<file path="config.mk">
export PLATFORM = sky130hd
export DESIGN_NAME = user_input_irq_ctrl_flat
export DESIGN_NICKNAME = d
export VERILOG_FILES = /design/src/rtl/user_input_irq_ctrl_if.sv /design/src/rtl/user_input_irq_ctrl.sv /design/src/flat_wrapper.sv
export SDC_FILE = /design/constraint.sdc
export NUM_CORES = 1
export LEC_CHECK = 0
export BUFFER_PORTS_ARGS = -buffer_cell sky130_fd_sc_hd__buf_2
export CAP_MARGIN = 20
export CORE_ASPECT_RATIO = 0.8
export CORE_MARGIN = 10
export CORE_UTILIZATION = 45
export CTS_CLUSTER_DIAMETER = 50
export DETAILED_ROUTE_END_ITERATION = 6
export GPL_TIMING_DRIVEN = 0
export PLACE_DENSITY = 0.71
export SKIP_CTS_REPAIR_TIMING = 1
export SYNTH_ARGS = -nofsm -noshare
export SYNTH_HDL_FRONTEND = slang
export SYNTH_SLANG_ARGS = --single-unit
</file>
<file path="constraint.sdc">
create_clock -name clk -period 1.2 [get_ports clk]
set_input_delay 0.18 -clock clk [delete_from_list [all_inputs] [get_ports clk]]
set_output_delay 0.18 -clock clk [all_outputs]
set_load 0.03 [all_outputs]
</file>
<file path="src/rtl/user_input_irq_ctrl_if.sv">
// Avalon-MM slave bus for the user input interrupt controller.
// The host drives the master side and the controller drives the slave side.
interface user_input_irq_ctrl_if;
    logic [1:0]  address;
    logic        read;
    logic        write;
    logic [31:0] writedata;
    logic [31:0] readdata;
    logic        irq;

    modport master (output address, read, write, writedata, input  readdata, irq);
    modport slave  (input  address, read, write, writedata, output readdata, irq);
endinterface

</file>
<file path="src/rtl/user_input_irq_ctrl.sv">
// Debounced key/switch inputs with per-bit edge capture, mask and global enable,
// exposed as a 4-register Avalon-MM slave with a level interrupt.
module user_input_irq_ctrl #(
    parameter int NUM_KEYS        = 4,
    parameter int NUM_SWITCHES    = 4,
    parameter int DEBOUNCE_CYCLES = 4,
    parameter bit CLEAR_ON_READ   = 1'b1
) (
    input  logic                    clk,
    input  logic                    reset,
    input  logic [NUM_KEYS-1:0]     keys,
    input  logic [NUM_SWITCHES-1:0] switches,
    user_input_irq_ctrl_if.slave    avl
);
    localparam int N      = NUM_KEYS + NUM_SWITCHES;
    localparam int CW     = $clog2(DEBOUNCE_CYCLES + 1);
    localparam int SETTLE = DEBOUNCE_CYCLES + 3;
    localparam int SW     = $clog2(SETTLE + 1);
    localparam logic [CW-1:0] CNT_MAX    = CW'(DEBOUNCE_CYCLES - 1);
    localparam logic [SW-1:0] SETTLE_MAX = SW'(SETTLE - 1);

    typedef enum logic [1:0] {
        REG_STATE   = 2'd0,
        REG_CAPTURE = 2'd1,
        REG_MASK    = 2'd2,
        REG_CONTROL = 2'd3
    } reg_addr_e;

    logic [N-1:0]  pins;
    logic [N-1:0]  sync1;
    logic [N-1:0]  sync2;
    logic [N-1:0]  stable;
    logic [N-1:0]  change;
    logic [N-1:0]  capture;
    logic [N-1:0]  capture_next;
    logic [N-1:0]  w1c_bits;
    logic [N-1:0]  mask;
    logic [CW-1:0] cnt [N];
    logic [SW-1:0] settle_cnt;
    logic          enable;
    logic          primed;
    logic          clear_on_read;
    logic [31:0]   read_value;
    reg_addr_e     addr;
    logic          unused_wdata;

    // Keys are active-low on the board; present every input as 1 = active.
    assign pins         = {switches, ~keys};
    assign addr         = reg_addr_e'(avl.address);
    assign unused_wdata = ^avl.writedata;

    // NOTE: sequential state uses non-blocking assignments so every flop samples
    // the pre-edge value of its neighbours, which is what makes the sync chain work.
    always_ff @(posedge clk or negedge reset) begin
        if (!reset) begin
            sync1 <= '0;
            sync2 <= '0;
        end else begin
            sync1 <= pins;
            sync2 <= sync1;
        end
    end

    // NOTE: the debounce counters form a small register array, so they are reset
    // explicitly; a real memory would normally be left unreset.
    always_ff @(posedge clk or negedge reset) begin
        if (!reset) begin
            stable <= '0;
            for (int i = 0; i < N; i++) cnt[i] <= '0;
        end else begin
            for (int i = 0; i < N; i++) begin
                if (sync2[i] == stable[i]) begin
                    cnt[i] <= '0;
                end else if (cnt[i] == CNT_MAX) begin
                    stable[i] <= sync2[i];
                    cnt[i]    <= '0;
                end else begin
                    cnt[i] <= cnt[i] + 1'b1;
                end
            end
        end
    end

    // NOTE: every always_comb output gets a default first so no path infers a latch.
    always_comb begin
        change = '0;
        for (int i = 0; i < N; i++) begin
            change[i] = (sync2[i] != stable[i]) && (cnt[i] == CNT_MAX);
        end
    end

    // Capture stays blind until the inputs have had time to settle after reset.
    always_ff @(posedge clk or negedge reset) begin
        if (!reset) begin
            settle_cnt <= '0;
            primed     <= 1'b0;
        end else if (!primed) begin
            if (settle_cnt == SETTLE_MAX) primed <= 1'b1;
            else                          settle_cnt <= settle_cnt + 1'b1;
        end
    end

    always_comb begin
        w1c_bits      = '0;
        clear_on_read = 1'b0;
        if (avl.write && addr == REG_CAPTURE) w1c_bits = avl.writedata[N-1:0];
        if (CLEAR_ON_READ && avl.read && addr == REG_STATE) clear_on_read = 1'b1;
        // A new edge in the same cycle as a clear must not be lost.
        capture_next = (capture & ~w1c_bits & ~{N{clear_on_read}}) | (change & {N{primed}});
    end

    always_comb begin
        read_value = '0;
        unique case (addr)
            REG_STATE:   read_value[N-1:0] = stable;
            REG_CAPTURE: read_value[N-1:0] = capture;
            REG_MASK:    read_value[N-1:0] = mask;
            REG_CONTROL: read_value[1:0]   = {primed, enable};
            default:     read_value        = '0;
        endcase
    end

    always_ff @(posedge clk or negedge reset) begin
        if (!reset) begin
            capture      <= '0;
            mask         <= '1;
            enable       <= 1'b1;
            avl.readdata <= '0;
            avl.irq      <= 1'b0;
        end else begin
            capture <= capture_next;
            if (avl.write && addr == REG_MASK)    mask   <= avl.writedata[N-1:0];
            if (avl.write && addr == REG_CONTROL) enable <= avl.writedata[0];
            if (avl.read)                         avl.readdata <= read_value;
            avl.irq <= enable & |(capture & mask);
        end
    end
endmodule

</file>
<file path="src/flat_wrapper.sv">
// flat-port wrapper written by rule: the top's interface ports become plain ports
module user_input_irq_ctrl_flat 
#(
    parameter int NUM_KEYS        = 4,
    parameter int NUM_SWITCHES    = 4,
    parameter int DEBOUNCE_CYCLES = 4,
    parameter bit CLEAR_ON_READ   = 1'b1
)
  (clk, reset, keys, switches, avl_address, avl_read, avl_write, avl_writedata, avl_readdata, avl_irq);
  user_input_irq_ctrl_if avl_i ();
  input  logic clk;
  input  logic reset;
  input  logic [NUM_KEYS-1:0] keys;
  input  logic [NUM_SWITCHES-1:0] switches;
  input wire logic [$bits(avl_i.address)-1:0] avl_address;
  input wire logic [$bits(avl_i.read)-1:0] avl_read;
  input wire logic [$bits(avl_i.write)-1:0] avl_write;
  input wire logic [$bits(avl_i.writedata)-1:0] avl_writedata;
  output wire logic [$bits(avl_i.readdata)-1:0] avl_readdata;
  output wire logic [$bits(avl_i.irq)-1:0] avl_irq;
  assign avl_i.address = avl_address;
  assign avl_i.read = avl_read;
  assign avl_i.write = avl_write;
  assign avl_i.writedata = avl_writedata;
  assign avl_readdata = avl_i.readdata;
  assign avl_irq = avl_i.irq;
  user_input_irq_ctrl #(.NUM_KEYS(NUM_KEYS), .NUM_SWITCHES(NUM_SWITCHES), .DEBOUNCE_CYCLES(DEBOUNCE_CYCLES), .CLEAR_ON_READ(CLEAR_ON_READ)) u_core (.clk(clk), .reset(reset), .keys(keys), .switches(switches), .avl(avl_i));
endmodule
</file>
* After elaboration in Yosys (flattened, before gate mapping) *
Index checks and enable logic that the tools add are counted.
Widths: inputs -> output; s select.

storage, ports and cells
  register bits after elaboration = 78
  output and inout bits = 33
  word-level logic and storage cells = 126
  input bits = 46

cells by class
  reduce and logical (&&, ||, !) cells = 23
  equality and inequality tests = 28
  bitwise operators = 19
  add/subtract/negate cells = 9
  multiplexer cells = 22

operators with widths
  cell                 count
  $mux 3               16
  $and 8x8->8          4
  $add 3x1->3 const B  9
  $eq 3x2->1 const B   8
  $pmux 6 s3           1
  $reduce_and 2->1     9
  $not 8->8            2
  $logic_and 1x1->1    12
  $not 1->1            10
  $eq 1x1->1           8
  $mux 8               1
  $ne 1x1->1           8
  $or 8x8->8           1
  $pmux 2 s4           1
  $reduce_or 8->1      1
  $eq 2x2->1 const B   2
  $not 4->4            1
  $eq 3x3->1 const B   1
  $mux 1               3
  $eq 2x1->1 const B   1
  $logic_not 2->1      1
  $and 1x1->1          1

* Longest topological paths before layout *
  depth in word-level cells = 7
  depth in mapped cells = 6
  mapped depth without buffers = 6

* Worst setup path after synthesis *
No wires, ideal clock.

  kind = register to register
  start point = reg u_core.cnt[18] in the netlist's numbering
  end point = reg u_core.stable[1]
  cell stages (with the launch flop) = 4
  data arrival time = 1.037 ns
  slack = 0.039 ns
  period minus slack after synthesis = 1.161 ns
  path through = dfrtp_1 ha_1 nor2b_1 mux2_2

between the ends
  cells in the longest elaborated chain, start to end = 2

ends and longest elaborated chain
  what                               line                       RTL
  start, declared                    user_input_irq_ctrl.sv:38  logic [CW-1:0] cnt [N];
  start signal, assigned by index    user_input_irq_ctrl.sv:78  cnt[i] <= cnt[i] + 1'b1;
  $eq 3x2->1                         user_input_irq_ctrl.sv:74  end else if (cnt[i] == CNT_MAX) begin
  $reduce_and 2->1 (no source line)  -
  end signal, assigned by index      user_input_irq_ctrl.sv:75  stable[i] <= sync2[i];
  end, declared                      user_input_irq_ctrl.sv:32  logic [N-1:0] stable;

Every way passes these cells.
A chain may end at the register's enable or synchronous reset.

* Worst setup path in the final report *
  start point = reg u_core.cnt[12] in the netlist's numbering
  end point = reg u_core.capture[3]

between the ends
  cells in the longest elaborated chain, start to end = 4

ends and longest elaborated chain
  what                        line                        RTL
  $eq 3x2->1                  user_input_irq_ctrl.sv:88   change[i] = (sync2[i] != stable[i]) && (cnt[i] == CNT_MAX);
  $logic_and 1x1->1           user_input_irq_ctrl.sv:88
  $and 8x8->8                 user_input_irq_ctrl.sv:109  capture_next = (capture & ~w1c_bits & ~{N{clear_on_read}}) | (change & {N{primed}});
  $or 8x8->8                  user_input_irq_ctrl.sv:109
  net u_core.capture_next[3]  user_input_irq_ctrl.sv:35   logic [N-1:0] capture_next;
  end signal, assigned        user_input_irq_ctrl.sv:131  capture <= capture_next;
  end, declared               user_input_irq_ctrl.sv:34   logic [N-1:0] capture;

The timed path passes the listed nets, and every way through them passes these cells.

==> impl_metrics.csv <==
group,metric,value,unit
critical_path,critical_path_class,"flop to flop",
global_routing,grtUsageTotal,11.4,%
power,seq_power_share,46.5,%
clocking,clock_path_buffers,2,
logic_synthesis,synth.largest_area_cell,"dfrtp_1",
critical_path,crit_path_start_kind,"flop",
global_routing,grt_pass1_wl,10100,um
clocking,clkLatencyLatePin,350,ps
timing,setup_viol,0,
floorplan,dieArea,11400,sq um
critical_path,arrival,1430,ps
power,switchingPower,2400,uW
floorplan,core,7360,sq um
cells_and_area,drive_above_1_share,38.7,%
placed_design,gp_congestion,0.751,
outcome,status,"complete, no violations",
floorplan,die_h,97.5,um
power,power.total,8090,uW
critical_path,required,1430,ps
global_routing,grt_start_max_net_pins,61,
timing,max_freq,836,MHz
timing,period_share,99.6,%
global_routing,antenna_found_initial,0,
logic_synthesis,synthArstFlopShare,100,%
power,comb_power_share,27.0,%
logic_synthesis,yosys-top-cells-area,"dfrtp_1 51%, dfstp_2 7.0%, mux2_2 5.7%",
logic_synthesis,synth.top_cells.by_count,"69 x dfrtp_1, 24 x buf_4, 19 x nand2_1",
placed_design,hpwlAfterDp,4520,um
logic_synthesis,synth_top_area_share,51.2,%
power,p_int,5680,uW
placed_design,dp_slack,-107,ps
logic_synthesis,ys_warn_count,0,
drt,drtPass1Iterations,4,
logic_synthesis,syn_area_per_cell,12.5,sq um
clocking,clk_pin_slew,80,ps
critical_path,crit_chain,"ha_2 > nor2b_4 > nor2b_1 > a32o_2",
timing,finalHoldViolations,0,
global_routing,grt_pass1_vias,2068,
clocking,cts.sinks,78,
logic_synthesis,postSynthCellCount,269,
power,power_frac_clock,26.4,%
logic_synthesis,synth_edf_count,0,
critical_path,cp_max_fo,4,
power,ir_drop,0.959,mV
timing,final.setup.tns,0,ps
timing,period_needed,1200,ps
drt,wl,6440,um
drt,vias_per_cell,4.73,
floorplan,rows,28,
flow_run,drv_cap,0,
critical_path,slowest_delay,400,ps
worst_hold_path,min_path_type,"primary input to flop",
drt,wl_per_cell,14.5,um
timing,slew_viol_final,0,
logic_synthesis,ys.flop_type,"dfrtp_1",
clocking,cts-root-buf,"clkbuf_8",
placed_design,io_buffers,28,
logic_synthesis,synth_seq_area_share,58.2,%
floorplan,initial_utilization,45.9,%
clocking,cts_tree,"done",
logic_synthesis,synthDistinctLibCells,35,
clocking,cts_buffers,9,
cells_and_area,diodes,0,
drt,vias,2099,
logic_synthesis,ys_seq_elements,78,
floorplan,dieWidth,117,um
drt,antenna_left,0,
floorplan,io_pins,79,
power,p_sw_share,29.7,%
cells_and_area,final_nets,405,
critical_path,crit_path_end_kind,"flop",
timing,finClkSkew,7.91,ps
timing,rsz0062_at_grt,"yes",
critical_path,critPathSlowestCell,"dfrtp_1",
global_routing,grt_overflow,0,
drt,drt_iter0_markers,76,
cells_and_area,final_cell_count_no_fill,444,
timing,worst_slack,4.45,ps
power,pwr_density_cell,1910,nW/um^2
placed_design,numPlacedInstances,411,
drt,drc_errors,0,
logic_synthesis,synth_most_common_cell,"dfrtp_1",
power,leakagePower,0.00202,uW
logic_synthesis,netlist_area,3370,sq um
cells_and_area,area_growth_syn_to_layout,25.7,%
clocking,htreeDepth,3,
final cells by class:
type / count / area (sq um)
sequential: 78 / 1960
fill: 624 / 3110
tap: 90 / 113
multi-input combinational: 176 / 1360
clock buffer: 10 / 138
timing repair buffer: 47 / 328
buffer: 30 / 230
clock inverter: 6 / 85.1
inverter: 7 / 26.3
routing by layer:
metal  share of wire [%]  vias to the layer above  GRT usage [%]  wire length, um
met4                0.98                        0           3.70               63
li1                    -                     1035              -                -
met5                   0                        -              0                0
met3                 5.8                        7           5.19              375
met2                  50                       37           17.7             3210
met1                  43                     1020           13.5             2790
registers in the layout, summed over array words and instances (netlist names):
signal,count
u_core.enable,1
u_core.cnt,24
u_core.avl.readdata,8
u_core.mask,8
u_core.avl.irq,1
u_core.settle_cnt,3
u_core.sync2,8
u_core.sync1,8
u_core.stable,8
u_core.primed,1
u_core.capture,8
cells in the final DEF, fill, tap and decap left out, drive strengths merged, types with 7 or more instances in the layout:
cell,count
nor2,11
inv,7
mux2,17
mux2i,10
xnor2,10
ha,10
dlygate4sd3,9
nor2b,15
nand2,20
dfstp,9
nor3b,12
clkbuf,11
a32o,8
dfrtp,69
conb,24
buf,67
kinds of logic (layout without fill, tap and decap cells):
group | Yosys count | in the layout | share of synthesized area, %
and+or+nand+nor | 80 | 80 | 13.1
AOI/OAI and AO/OA | 23 | 23 | 5.45
other | 1 | 24 | 0.111
DFF | 78 | 78 | 58.2
muxes | 27 | 27 | 8.64
xor gates and xnor gates | 12 | 12 | 3.11
adders and majority gates | 10 | 10 | 3.71
buffers and inverters | 38 | 100 | 7.71
path summary, 6_finish.rpt:
kind                                                 from                                 end  slack, ps  cells after the start
max in group asynchronous                           reset          u_core.mask[5]$_DFFE_PN1P_        350                      3
worst min register to register  u_core.sync1[6]$_DFF_PN0_           u_core.sync2[6]$_DFF_PN0_        350                      0
worst min-delay path                     avl_writedata[2]          u_core.mask[2]$_DFFE_PN1P_         90                      2
min in group asynchronous                           reset  u_core.avl.readdata[1]$_DFFE_PN0P_        240                      2
worst max register to register   u_core.cnt[12]$_DFF_PN0_         u_core.capture[3]$_DFF_PN0_          4                      4
worst max-delay path             u_core.cnt[12]$_DFF_PN0_         u_core.capture[3]$_DFF_PN0_          4                      4
stage by stage:
stage | util [%] | hold WS (ps) | instance area (sq um)
4_1_cts | 53.9 | -313 | 3970
5_1_grt | 57.7 | 81.0 | 4240
2_1_floorplan | - | -116 | 3460
6_report | 57.7 | 90.9 | 4240
3_3_place_gp | 50.5 | 288 | 3710
3_5_place_dp | 50.9 | 73.4 | 3740
power groups by stage:
| stage | Sequential [uW] | Clock, uW | Combinational, uW |
|---|---|---|---|
| finish | 3760 | 2140 | 2180 |
| global route | 3840 | 2350 | 2450 |
| CTS | 3720 | 2210 | 1880 |
| detailed placement | 3770 | 0 | 1870 |
| global placement | 3730 | 0 | 1790 |
| floorplan | 3800 | 0 | 1310 |
worst max-delay path, delay by kind of cell (launching register included):
kind	cells	cell delay (ps)
fa+ha+maj	1	190
simple gates	2	260
compound gates	1	230
flops	1	400
No activity file was read; power rests on OpenSTA's default activity.
